File: src/rtl/muldiv_unit.sv
`default_nettype none
// ============================================================================
// Module      : muldiv_unit
// Description : Iterative MULT/MULTU/DIV/DIVU unit producing HI/LO results.
//               Define MULDIV_EARLY_OUT_EN to end multiplies early.
// Revision    : 1.0 - initial release
// ============================================================================
module muldiv_unit #(
    parameter int XLEN  = 32,
    parameter int CNT_W = 6
) (
    input  logic            clk,
    input  logic            reset,
    input  logic            md_begin,
    input  logic            md_cancel,
    input  logic [1:0]      md_op,
    input  logic [XLEN-1:0] md_src1,
    input  logic [XLEN-1:0] md_src2,
    output logic            md_ready,
    output logic            md_busy,
    output logic            md_end,
    output logic [XLEN-1:0] md_hi,
    output logic [XLEN-1:0] md_lo,
    output logic            md_div_zero
);

    typedef enum logic [2:0] {
        S_IDLE = 3'd0,
        S_PREP = 3'd1,
        S_CALC = 3'd2,
        S_FIX  = 3'd3,
        S_DONE = 3'd4
    } state_t;

    localparam logic [CNT_W-1:0] CNT_LAST = CNT_W'(XLEN - 1);

    state_t              state_q;
    logic [CNT_W-1:0]    cnt_q;
    logic [1:0]          op_q;
    logic [XLEN-1:0]     src1_q;
    logic [XLEN-1:0]     b_q;
    logic [2*XLEN-1:0]   m_q;
    logic [2*XLEN-1:0]   acc_q;
    logic                neg_lo_q;
    logic                neg_hi_q;
    logic                dz_q;
    logic                end_q;
    logic                busy_q;
    logic                ready_q;
    logic [XLEN-1:0]     hi_q;
    logic [XLEN-1:0]     lo_q;
    logic                div_zero_q;

    logic                w_is_div;
    logic                w_signed;
    logic                w_accept;
    logic                w_calc_last;
    logic [XLEN-1:0]     w_a_abs;
    logic [XLEN-1:0]     w_b_abs;

    assign w_is_div = op_q[1];
    assign w_signed = ~op_q[0];
    assign w_accept = md_begin & ready_q & ~md_cancel;
    assign w_a_abs  = (w_signed && src1_q[XLEN-1]) ? -src1_q : src1_q;
    assign w_b_abs  = (w_signed && b_q[XLEN-1])    ? -b_q    : b_q;

    // One iteration: shift-add multiply (b_q shifts out LSB first) or
    // restoring divide with acc_q = {remainder, dividend/quotient}.
    logic [2*XLEN-1:0]   acc_d;
    logic [2*XLEN-1:0]   m_d;
    logic [XLEN-1:0]     b_d;
    logic [XLEN:0]       w_rem_sh;
    logic [XLEN:0]       w_diff;

    always_comb begin
        w_rem_sh = {acc_q[2*XLEN-1:XLEN], acc_q[XLEN-1]};
        w_diff   = w_rem_sh - {1'b0, b_q};
        acc_d    = acc_q;
        m_d      = m_q;
        b_d      = b_q;
        if (w_is_div) begin
            if (w_diff[XLEN]) begin
                acc_d = {w_rem_sh[XLEN-1:0], acc_q[XLEN-2:0], 1'b0};
            end else begin
                acc_d = {w_diff[XLEN-1:0], acc_q[XLEN-2:0], 1'b1};
            end
        end else begin
            if (b_q[0]) begin
                acc_d = acc_q + m_q;
            end
            m_d = {m_q[2*XLEN-2:0], 1'b0};
            b_d = {1'b0, b_q[XLEN-1:1]};
        end
    end

`ifdef MULDIV_EARLY_OUT_EN
    assign w_calc_last = (cnt_q == CNT_LAST) ||
                         (!w_is_div && (b_q[XLEN-1:1] == '0));
`else
    assign w_calc_last = (cnt_q == CNT_LAST);
`endif

    logic [2*XLEN-1:0]   w_prod;
    logic [XLEN-1:0]     w_fix_hi;
    logic [XLEN-1:0]     w_fix_lo;

    always_comb begin
        w_prod   = neg_lo_q ? -acc_q : acc_q;
        w_fix_hi = w_prod[2*XLEN-1:XLEN];
        w_fix_lo = w_prod[XLEN-1:0];
        if (w_is_div) begin
            if (dz_q) begin
                w_fix_hi = src1_q;
                w_fix_lo = '1;
            end else begin
                w_fix_hi = neg_hi_q ? -acc_q[2*XLEN-1:XLEN] : acc_q[2*XLEN-1:XLEN];
                w_fix_lo = neg_lo_q ? -acc_q[XLEN-1:0]      : acc_q[XLEN-1:0];
            end
        end
    end

    always_ff @(posedge clk) begin
        if (reset) begin
            state_q    <= S_IDLE;
            cnt_q      <= '0;
            op_q       <= '0;
            src1_q     <= '0;
            b_q        <= '0;
            m_q        <= '0;
            acc_q      <= '0;
            neg_lo_q   <= 1'b0;
            neg_hi_q   <= 1'b0;
            dz_q       <= 1'b0;
            end_q      <= 1'b0;
            busy_q     <= 1'b0;
            ready_q    <= 1'b1;
            hi_q       <= '0;
            lo_q       <= '0;
            div_zero_q <= 1'b0;
        end else begin
            end_q <= 1'b0;
            if (md_cancel && (state_q != S_IDLE)) begin
                state_q <= S_IDLE;
                busy_q  <= 1'b0;
                ready_q <= 1'b1;
            end else begin
                case (state_q)
                    S_IDLE, S_DONE: begin
                        if (w_accept) begin
                            op_q    <= md_op;
                            src1_q  <= md_src1;
                            b_q     <= md_src2;
                            state_q <= S_PREP;
                            busy_q  <= 1'b1;
                            ready_q <= 1'b0;
                        end else begin
                            state_q <= S_IDLE;
                            busy_q  <= 1'b0;
                            ready_q <= 1'b1;
                        end
                    end
                    S_PREP: begin
                        acc_q    <= w_is_div ? {{XLEN{1'b0}}, w_a_abs} : '0;
                        m_q      <= {{XLEN{1'b0}}, w_a_abs};
                        b_q      <= w_b_abs;
                        neg_lo_q <= w_signed & (src1_q[XLEN-1] ^ b_q[XLEN-1]);
                        neg_hi_q <= w_signed & w_is_div & src1_q[XLEN-1];
                        dz_q     <= w_is_div && (b_q == '0);
                        cnt_q    <= '0;
                        state_q  <= S_CALC;
                    end
                    S_CALC: begin
                        acc_q <= acc_d;
                        m_q   <= m_d;
                        b_q   <= b_d;
                        cnt_q <= cnt_q + CNT_W'(1);
                        if (w_calc_last) begin
                            state_q <= S_FIX;
                        end
                    end
                    S_FIX: begin
                        hi_q       <= w_fix_hi;
                        lo_q       <= w_fix_lo;
                        div_zero_q <= dz_q;
                        end_q      <= 1'b1;
                        busy_q     <= 1'b0;
                        ready_q    <= 1'b1;
                        state_q    <= S_DONE;
                    end
                    default: begin
                        state_q <= S_IDLE;
                        busy_q  <= 1'b0;
                        ready_q <= 1'b1;
                    end
                endcase
            end
        end
    end

    assign md_ready    = ready_q;
    assign md_busy     = busy_q;
    assign md_end      = end_q;
    assign md_hi       = hi_q;
    assign md_lo       = lo_q;
    assign md_div_zero = div_zero_q;

endmodule
`default_nettype wire

File: config.mk
export PLATFORM = sky130hd
export DESIGN_NAME = muldiv_unit
export DESIGN_NICKNAME = d
export VERILOG_FILES = /design/src/rtl/muldiv_unit.sv
export SDC_FILE = /design/constraint.sdc
export NUM_CORES = 1
export LEC_CHECK = 0
export CAP_MARGIN = 20
export CORE_ASPECT_RATIO = 1.5
export CORE_MARGIN = 4
export CORE_UTILIZATION = 45
export CTS_CLUSTER_SIZE = 14
export DETAILED_ROUTE_END_ITERATION = 8
export DONT_BUFFER_PORTS = 1
export PLACE_DENSITY_LB_ADDON = 0.1
export SLEW_MARGIN = 40
export SYNTH_ARGS = -nofsm -noshare
export SYNTH_HDL_FRONTEND = slang
export SYNTH_SLANG_ARGS = --single-unit
File: constraint.sdc
create_clock -name clk -period 4 [get_ports clk]
set_input_delay 1 -clock clk [delete_from_list [all_inputs] [get_ports clk]]
set_output_delay 1 -clock clk [all_outputs]
set_load 0.01 [all_outputs]
==> results of run 1 <==
==> through the flow <==
step	cells	util [%]	area (um2)	power, uW
finish	3267	50.0	22100	7300
global route	3265	50.0	22100	7600
CTS	3265	49.9	22100	7340
detailed placement	3210	47.6	21100	4430
global placement	3210	47.6	21100	4420
floorplan	2734	-	20200	3970
==> final cells by class <==
cell class | instances | area [um2]
Antenna cell | 2 | 5.00
Clock buffer | 39 | 836
Clock inverter | 16 | 173
Fill cell | 4479 | 22100
Inverter | 72 | 270
Multi-Input combinational cell | 2184 | 13800
Sequential cell | 274 | 5500
Tap cell | 576 | 721
Timing Repair Buffer | 104 | 806
==> worst min-delay path, delay by kind of cell (launching register included) <==
family / cells / cell delay, ns
AOI/OAI and AO/OA: 1 / 0.05
and+or+nand+nor: 1 / 0.06
DFF: 1 / 0.33
==> state kept, by name (all words and copies together), names as in the netlist, 2 cells and up <==
signal,cells
cnt_q,6
src1_q,32
md_hi,32
state_q,3
b_q,32
md_lo,32
op_q,2
acc_q,64
m_q,64
==> cells by family (layout without fill, tap and decap cells) <==
logic type / count (synthesis) / in the layout / share of synthesized area, %
adder cells (fa/ha/maj): 102 / 102 / 6.38
buffers and inverters: 276 / 231 / 5.18
flip-flops: 274 / 274 / 27.1
XOR/XNOR: 207 / 207 / 8.95
multiplexers: 36 / 36 / 1.81
AND/OR/NAND/NOR: 904 / 904 / 20.5
AO/OA/AOI/OAI: 935 / 935 / 30.1
other: 0 / 2 / 0
==> metal layers <==
layer / part of all wire, % / GRT usage [%]
met3: 5.0 / 4.48
met4: 8.2 / 21.2
met1: 35 / 31.2
met2: 52 / 58.2
met5: 0.018 / 0
==> cells in the mapped netlist, drive strengths merged, types with 17 or more instances <==
cell,instances,area [um2]
a211oi,63,473
a21o,54,405
a21oi,261,1310
a221o,17,170
a22oi,73,548
a311oi,20,175
a31oi,21,131
and3,18,113
buf,22,95.1
clkbuf,182,683
dfxtp,274,5490
ha,100,1250
inv,72,270
mux2i,31,310
nand2,336,1260
nand2b,25,156
nand3,29,145
nand4,34,213
nor2,283,1060
nor3,58,290
nor4,18,140
o211ai,94,706
o21ai,174,871
o21bai,18,135
o31ai,25,206
or3,33,206
xnor2,103,902
xor2,104,911
==> power by group <==
group | switching (uW) | total [uW] | internal, uW
combinational | 956 | 1490 | 530
sequential | 111 | 2910 | 2800
clock | 1240 | 2910 | 1670
==> worst paths after layout <==
| kind | endpoint | startpoint | slack (ns) |
|---|---|---|---|
| worst min register to register | m_q[14]$_SDFFE_PP0P_ | m_q[14]$_SDFFE_PP0P_ | 0.48 |
| worst max register to register | acc_q[50]$_SDFFE_PP0P_ | acc_q[0]$_SDFFE_PP0P_ | 0.22 |
| worst max-delay path | acc_q[50]$_SDFFE_PP0P_ | acc_q[0]$_SDFFE_PP0P_ | 0.22 |
| worst min-delay path | m_q[14]$_SDFFE_PP0P_ | m_q[14]$_SDFFE_PP0P_ | 0.48 |
==> summary.md, run 1 <==
| Metric | Value |
|---|---|
| Max clock buf depth | `3` |
| Required @ worst endpoint | `4.47 ns` |
| WP data arrival | `4.26 ns` |
| Die Y-Extent | `268 um` |
| Min Tclk post-route | `3.78 ns` |
| Most common cell after layout, fill and taps aside | `nand2_1` |
| Antenna violations before repair | `2` |
| First-pass GRT wire length | `119000 um` |
| Overall routing resource usage | `30.9%` |
| Antenna Nets Post-Route | `0` |
| WS Path Type | `register to register` |
| Final WS setup | `0.216 ns` |
| Post-synthesis sequential element count | `274` |
| Setup violators final | `0` |
| Worst hold margin | `0.480 ns` |
| Crit path launch type | `register` |
| Dpl ws | `0.168 ns` |
| Sequential-to-total area share from yosys stat | `27.1%` |
| RD Place Congestion | `0.983` |
| Syn_area_per_cell | `7.41 um2` |
| Initial DRC count | `1494` |
| EDFF count, synth | `0` |
| RSZ-0062 raised after global routing | `no` |
| Vias in the first global route | `20433` |
| Gr ovfl total | `0` |
| Number of max-cap violations | `0` |
| Vias | `20762` |
| Status | `finished, final reports clean` |
| PortBufs | `0` |
| Worst slew margin | `45.1%` |
| Netlist cell types | `81` |
| Synth Net Count | `2906` |
| Peak VDD IR | `0.389 mV` |
| Starting Density | `45.8%` |
| Worst-Margin Slew | `0.824 ns` |
| CTS tree | `yes` |
| Post-DP HPWL | `60500 um` |
| Part of the cycle the worst path needs | `94.6%` |
| Slew Viols, Final | `0` |
| Cts bufs inserted | `30` |
| Final hold violation count | `0` |
| Post-CTS Hold Buffers | `0` |
| Worst Skew | `0.0143 ns` |
| Area Growth Syn to Fin | `9.12%` |
| Cell family with most CP delay | `compound AO/OA/AOI/OAI gates` |
| Io pins | `138` |
| Ys async rst share | `0%` |
| Post-Route WL | `79100 um` |
| Clk sinks | `274` |
| CP Capture Type | `register` |
| TritonRoute pass-1 iters | `7` |
| Die X | `181 um` |
| Critical Path, Cell by Cell | `ha_1 -> fa_1 -> a21oi_1 -> o211ai_1 -> a21oi_1 -> buf_4 -> o211ai_1 -> a31oi_1 -> o21ai_1 -> a31oi_1 -> xor2_1 -> mux2i_1 -> a22o_1` |
| Crit path depth | `13` |
| Worst path bufs/invs | `1` |
| Reg2reg path depth | `13` |
| Top FF cell, synth | `dfxtp_1` |
| Hold path cells | `2` |
| Core Rows | `94` |
| FMAX | `264 MHz` |
| Peak per-stage delay on the critical path | `0.42 ns` |
| Static leakage | `0.00863 uW` |
| WL per Instance | `24.2 um` |
| Worst hold path class | `register to register` |
| Drt via density | `6.36` |
| Core area | `44200 um2` |
| Die Area | `48500 um2` |
| Layout cells sized above 1 | `7.62%` |
| Root buffer cell | `clkbuf_16` |
| CP Max Fanout | `6` |
| YS warnings | `0` |
| Clock Pin Slew Worst Setup and Hold Paths | `0.07 ns` |
| CTS H-Tree Depth | `1` |
| Post-CTS Repair Setup Buffers | `0` |
| Cell Pwr Density | `331 nW/um2` |
| Clk_lat worst skew | `0.58 ns` |
| Most frequent cells in the layout | `nand2_1 (335), nor2_1 (279), dfxtp_1 (270), a21oi_1 (258), o21ai_0 (163)` |
| # DRC | `0` |
| Final TNS setup | `0 ns` |
| Pin count of the biggest net entering global routing | `250` |
| Mapped Area | `20200 um2` |
| Post_cts resized | `0` |
| Number of nets in the layout | `2838` |
| Syn Inst Count | `2734` |
| CP max-delay cell | `fa_1` |
Note: power is estimated with default switching activity, not from simulation.
==> run 2, diff against run 1 <==
--- a/config.mk
+++ b/config.mk
@@ -8,11 +8,12 @@
 export CAP_MARGIN = 20
 export CORE_ASPECT_RATIO = 1.5
 export CORE_MARGIN = 4
-export CORE_UTILIZATION = 45
+export CORE_UTILIZATION = 66
 export CTS_CLUSTER_SIZE = 14
 export DETAILED_ROUTE_END_ITERATION = 8
 export DONT_BUFFER_PORTS = 1
 export PLACE_DENSITY_LB_ADDON = 0.1
+export SETUP_SLACK_MARGIN = 0.3
 export SLEW_MARGIN = 40
 export SYNTH_ARGS = -nofsm -noshare
 export SYNTH_HDL_FRONTEND = slang
==> run 2 against run 1 <==
Compared with the run above: largest power group unchanged; hold slack improved by 0.00081 ns; core utilization increased by 23 points; via count grew 4.4%; final area is 0.62% lower; clock power decreased by 4%; first-iteration DRC count is 49% higher; die area shrank 31%; critical endpoint unchanged; worst setup slack gained 0.20 ns.
==> summary.md, run 2 (synthesis gave the netlist of run 1 again) <==
| Metric | Value |
|---|---|
| Status | `finished, final reports clean` |
| Vias in the first global route | `21127 (+3.4%)` |
| Biggest regs | `acc_q (64), m_q (64)` |
| Required @ worst endpoint | `4.47 ns (about the same)` |
| Post-route cell area | `22000 um2 (-0.62%)` |
| Worst hold path class | `register to register` |
| Final hold violation count | `0 (unchanged)` |
| Core area | `30300 um2 (-32%)` |
| Most common cell after layout, fill and taps aside | `nand2_1` |
| Hold EP | `m_q[13]$_SDFFE_PP0P_` |
| Final WS setup | `0.413 ns (+0.196 ns)` |
| CP Max Fanout | `6 (unchanged)` |
| Antenna violations before repair | `2 (unchanged)` |
| WP data arrival | `4.05 ns (-0.21 ns)` |
| Worst r2r src | `m_q[21]$_SDFFE_PP0P_` |
| Drt via density | `7.01 (+10%)` |
| Setup violators final | `0 (unchanged)` |
| Clk_lat worst skew | `0.58 ns (about the same)` |
| RD Place Congestion | `1.04 (+5.5%)` |
| Layout Cells excl Fill | `3091 (-5.4%)` |
| Core Rows | `78 (-17%)` |
| Cell Pwr Density | `330 nW/um2 (about the same)` |
| Worst Skew | `0.0148 ns (+0.000522 ns)` |
| Layout cells sized above 1 | `7.89% (+0.26 points)` |
| Slew Viols, Final | `0 (unchanged)` |
| Starting Density | `66.9% (+21 points)` |
| Initial DRC count | `2223 (+49%)` |
| Die Y-Extent | `223 um (-17%)` |
| Post-CTS Hold Buffers | `0 (unchanged)` |
| # DRC | `0 (unchanged)` |
| Number of nets in the layout | `2842 (+0.14%)` |
| WL per Instance | `24.5 um (+1.0%)` |
| Clock Pin Slew Worst Setup and Hold Paths | `0.06 ns (about the same)` |
| Pin count of the biggest net entering global routing | `250 (unchanged)` |
| Root buffer cell | `clkbuf_16` |
| Clk sinks | `274 (unchanged)` |
| TritonRoute pass-1 iters | `7 (unchanged)` |
| Inst Count DP | `3027 (-5.7%)` |
| CTS H-Tree Depth | `1 (unchanged)` |
| Overall routing resource usage | `43.3% (+12 points)` |
| Flop2flop setup slack | `0.41 ns (+0.20 ns)` |
| Worst slew margin | `43.5% (-1.6 points)` |
| Cts bufs inserted | `28 (-6.7%)` |
| Max clock buf depth | `3 (unchanged)` |
| Post-DP HPWL | `56000 um (-7.5%)` |
| First-pass GRT wire length | `115000 um (-3.3%)` |
| Die X | `151 um (-17%)` |
| CP Capture Type | `register` |
| Part of the cycle the worst path needs | `89.7% (-4.9 points)` |
| Antenna Nets Post-Route | `0 (unchanged)` |
| Dpl cell area | `20800 um2 (-1.4%)` |
| FILL cells | `2431 (-46%)` |
| FF-to-FF End | `acc_q[50]$_SDFFE_PP0P_` |
| Hold path start | `m_q[13]$_SDFFE_PP0P_` |
| Most frequent cells in the layout | `nand2_1 (335), nor2_1 (279), dfxtp_1 (270), a21oi_1 (256), o21ai_0 (162)` |
| Post-Route WL | `75600 um (-4.4%)` |
| PortBufs | `0 (unchanged)` |
| Peak VDD IR | `0.400 mV (+2.8%)` |
| Io pins | `138 (unchanged)` |
| RSZ-0062 raised after global routing | `no` |
| Worst-Margin Slew | `0.848 ns (+0.0241 ns)` |
| Dpl ws | `0.191 ns (+0.0230 ns)` |
| CTS tree | `yes` |
| Reg2reg path depth | `12 (-1)` |
| Final TNS setup | `0 ns (unchanged)` |
| Die Area | `33600 um2 (-31%)` |
| FMAX | `279 MHz (+5.5%)` |
| Crit path launch | `m_q[21]$_SDFFE_PP0P_` |
| Hold path cells | `2 (unchanged)` |
| Crit path launch type | `register` |
| Gr ovfl total | `0 (unchanged)` |
| Area Growth Syn to Fin | `8.44%` |
| Min Tclk post-route | `3.59 ns (-0.196 ns)` |
| Vias | `21681 (+4.4%)` |
| Number of max-cap violations | `0 (unchanged)` |
| Static leakage | `0.00864 uW (+0.12%)` |
| WS Path Type | `register to register` |
run 2: per-layer routing:
layer  part of all wire (%)  track usage [%]  vias up  wire [um]
li1                       -                -     9818          -
met1                     31             41.9     9994      23600
met2                     47             73.2     1335      35900
met3                    8.7             10.4      532       6580
met4                     13             41.7        2       9460
met5                  0.017                0        -         13
run 2: how the worst max path moves through the flow:
stage                                        end  slack (ns)  depth (start not counted)
final                     acc_q[50]$_SDFFE_PP0P_        0.41                         12
after detailed placement  acc_q[53]$_SDFFE_PP0P_        0.19                         15
after CTS                 acc_q[60]$_SDFFE_PP0P_        0.31                         11
after global routing      acc_q[63]$_SDFFE_PP0P_        0.17                         11
after floorplan           acc_q[44]$_SDFFE_PP0P_        0.54                         14
after global placement    acc_q[53]$_SDFFE_PP0P_        0.27                         15
run 2: where the power goes:
group	switching [uW]	leakage, uW	internal, uW	total [uW]
clock	1190	0.000463	1600	2790
sequential	112	0.00222	2800	2910
combinational	1000	0.00596	556	1560
total	2300	0.00864	4960	7260
run 2: cell type report:
| class | instances | area [um2] | area share, % |
|---|---|---|---|
| clock inverters | 10 | 128 | 0.581 |
| inverters | 72 | 270 | 1.23 |
| clock buffers | 38 | 811 | 3.69 |
| flip-flops and latches | 274 | 5500 | 25.0 |
| multi-input cells | 2185 | 13900 | 63.3 |
| repair buffers | 109 | 842 | 3.83 |
| diodes | 3 | 7.51 | 0.0342 |
| well taps | 400 | 500 | 2.28 |
run 2: critical path: stages (launching register included):
cell,delay (ns)
dfxtp_1,0.33
ha_1,0.38
a21oi_1,0.32
o21ai_0,0.25
a2111oi_1,0.43
buf_4,0.19
o211ai_1,0.17
a31oi_2,0.30
o21ai_1,0.24
a31oi_1,0.28
xor2_1,0.27
mux2i_1,0.12
a22o_1,0.19
run 2: timing repair:
item	4_1_cts	5_1_grt
endpoints found under the setup margin	8	44
pin swaps	0	5
gates cloned	0	1
resized for setup	3	20
setup buffers	0	12
run 2: stage by stage:
stage	hold slack (ns)	power, uW	util, %
global placement	0.459	4360	68.7
detailed placement	0.469	4390	68.7
finish	0.481	7260	72.6
floorplan	0.449	3970	-
global route	0.502	7460	72.6
CTS	0.479	7120	71.8
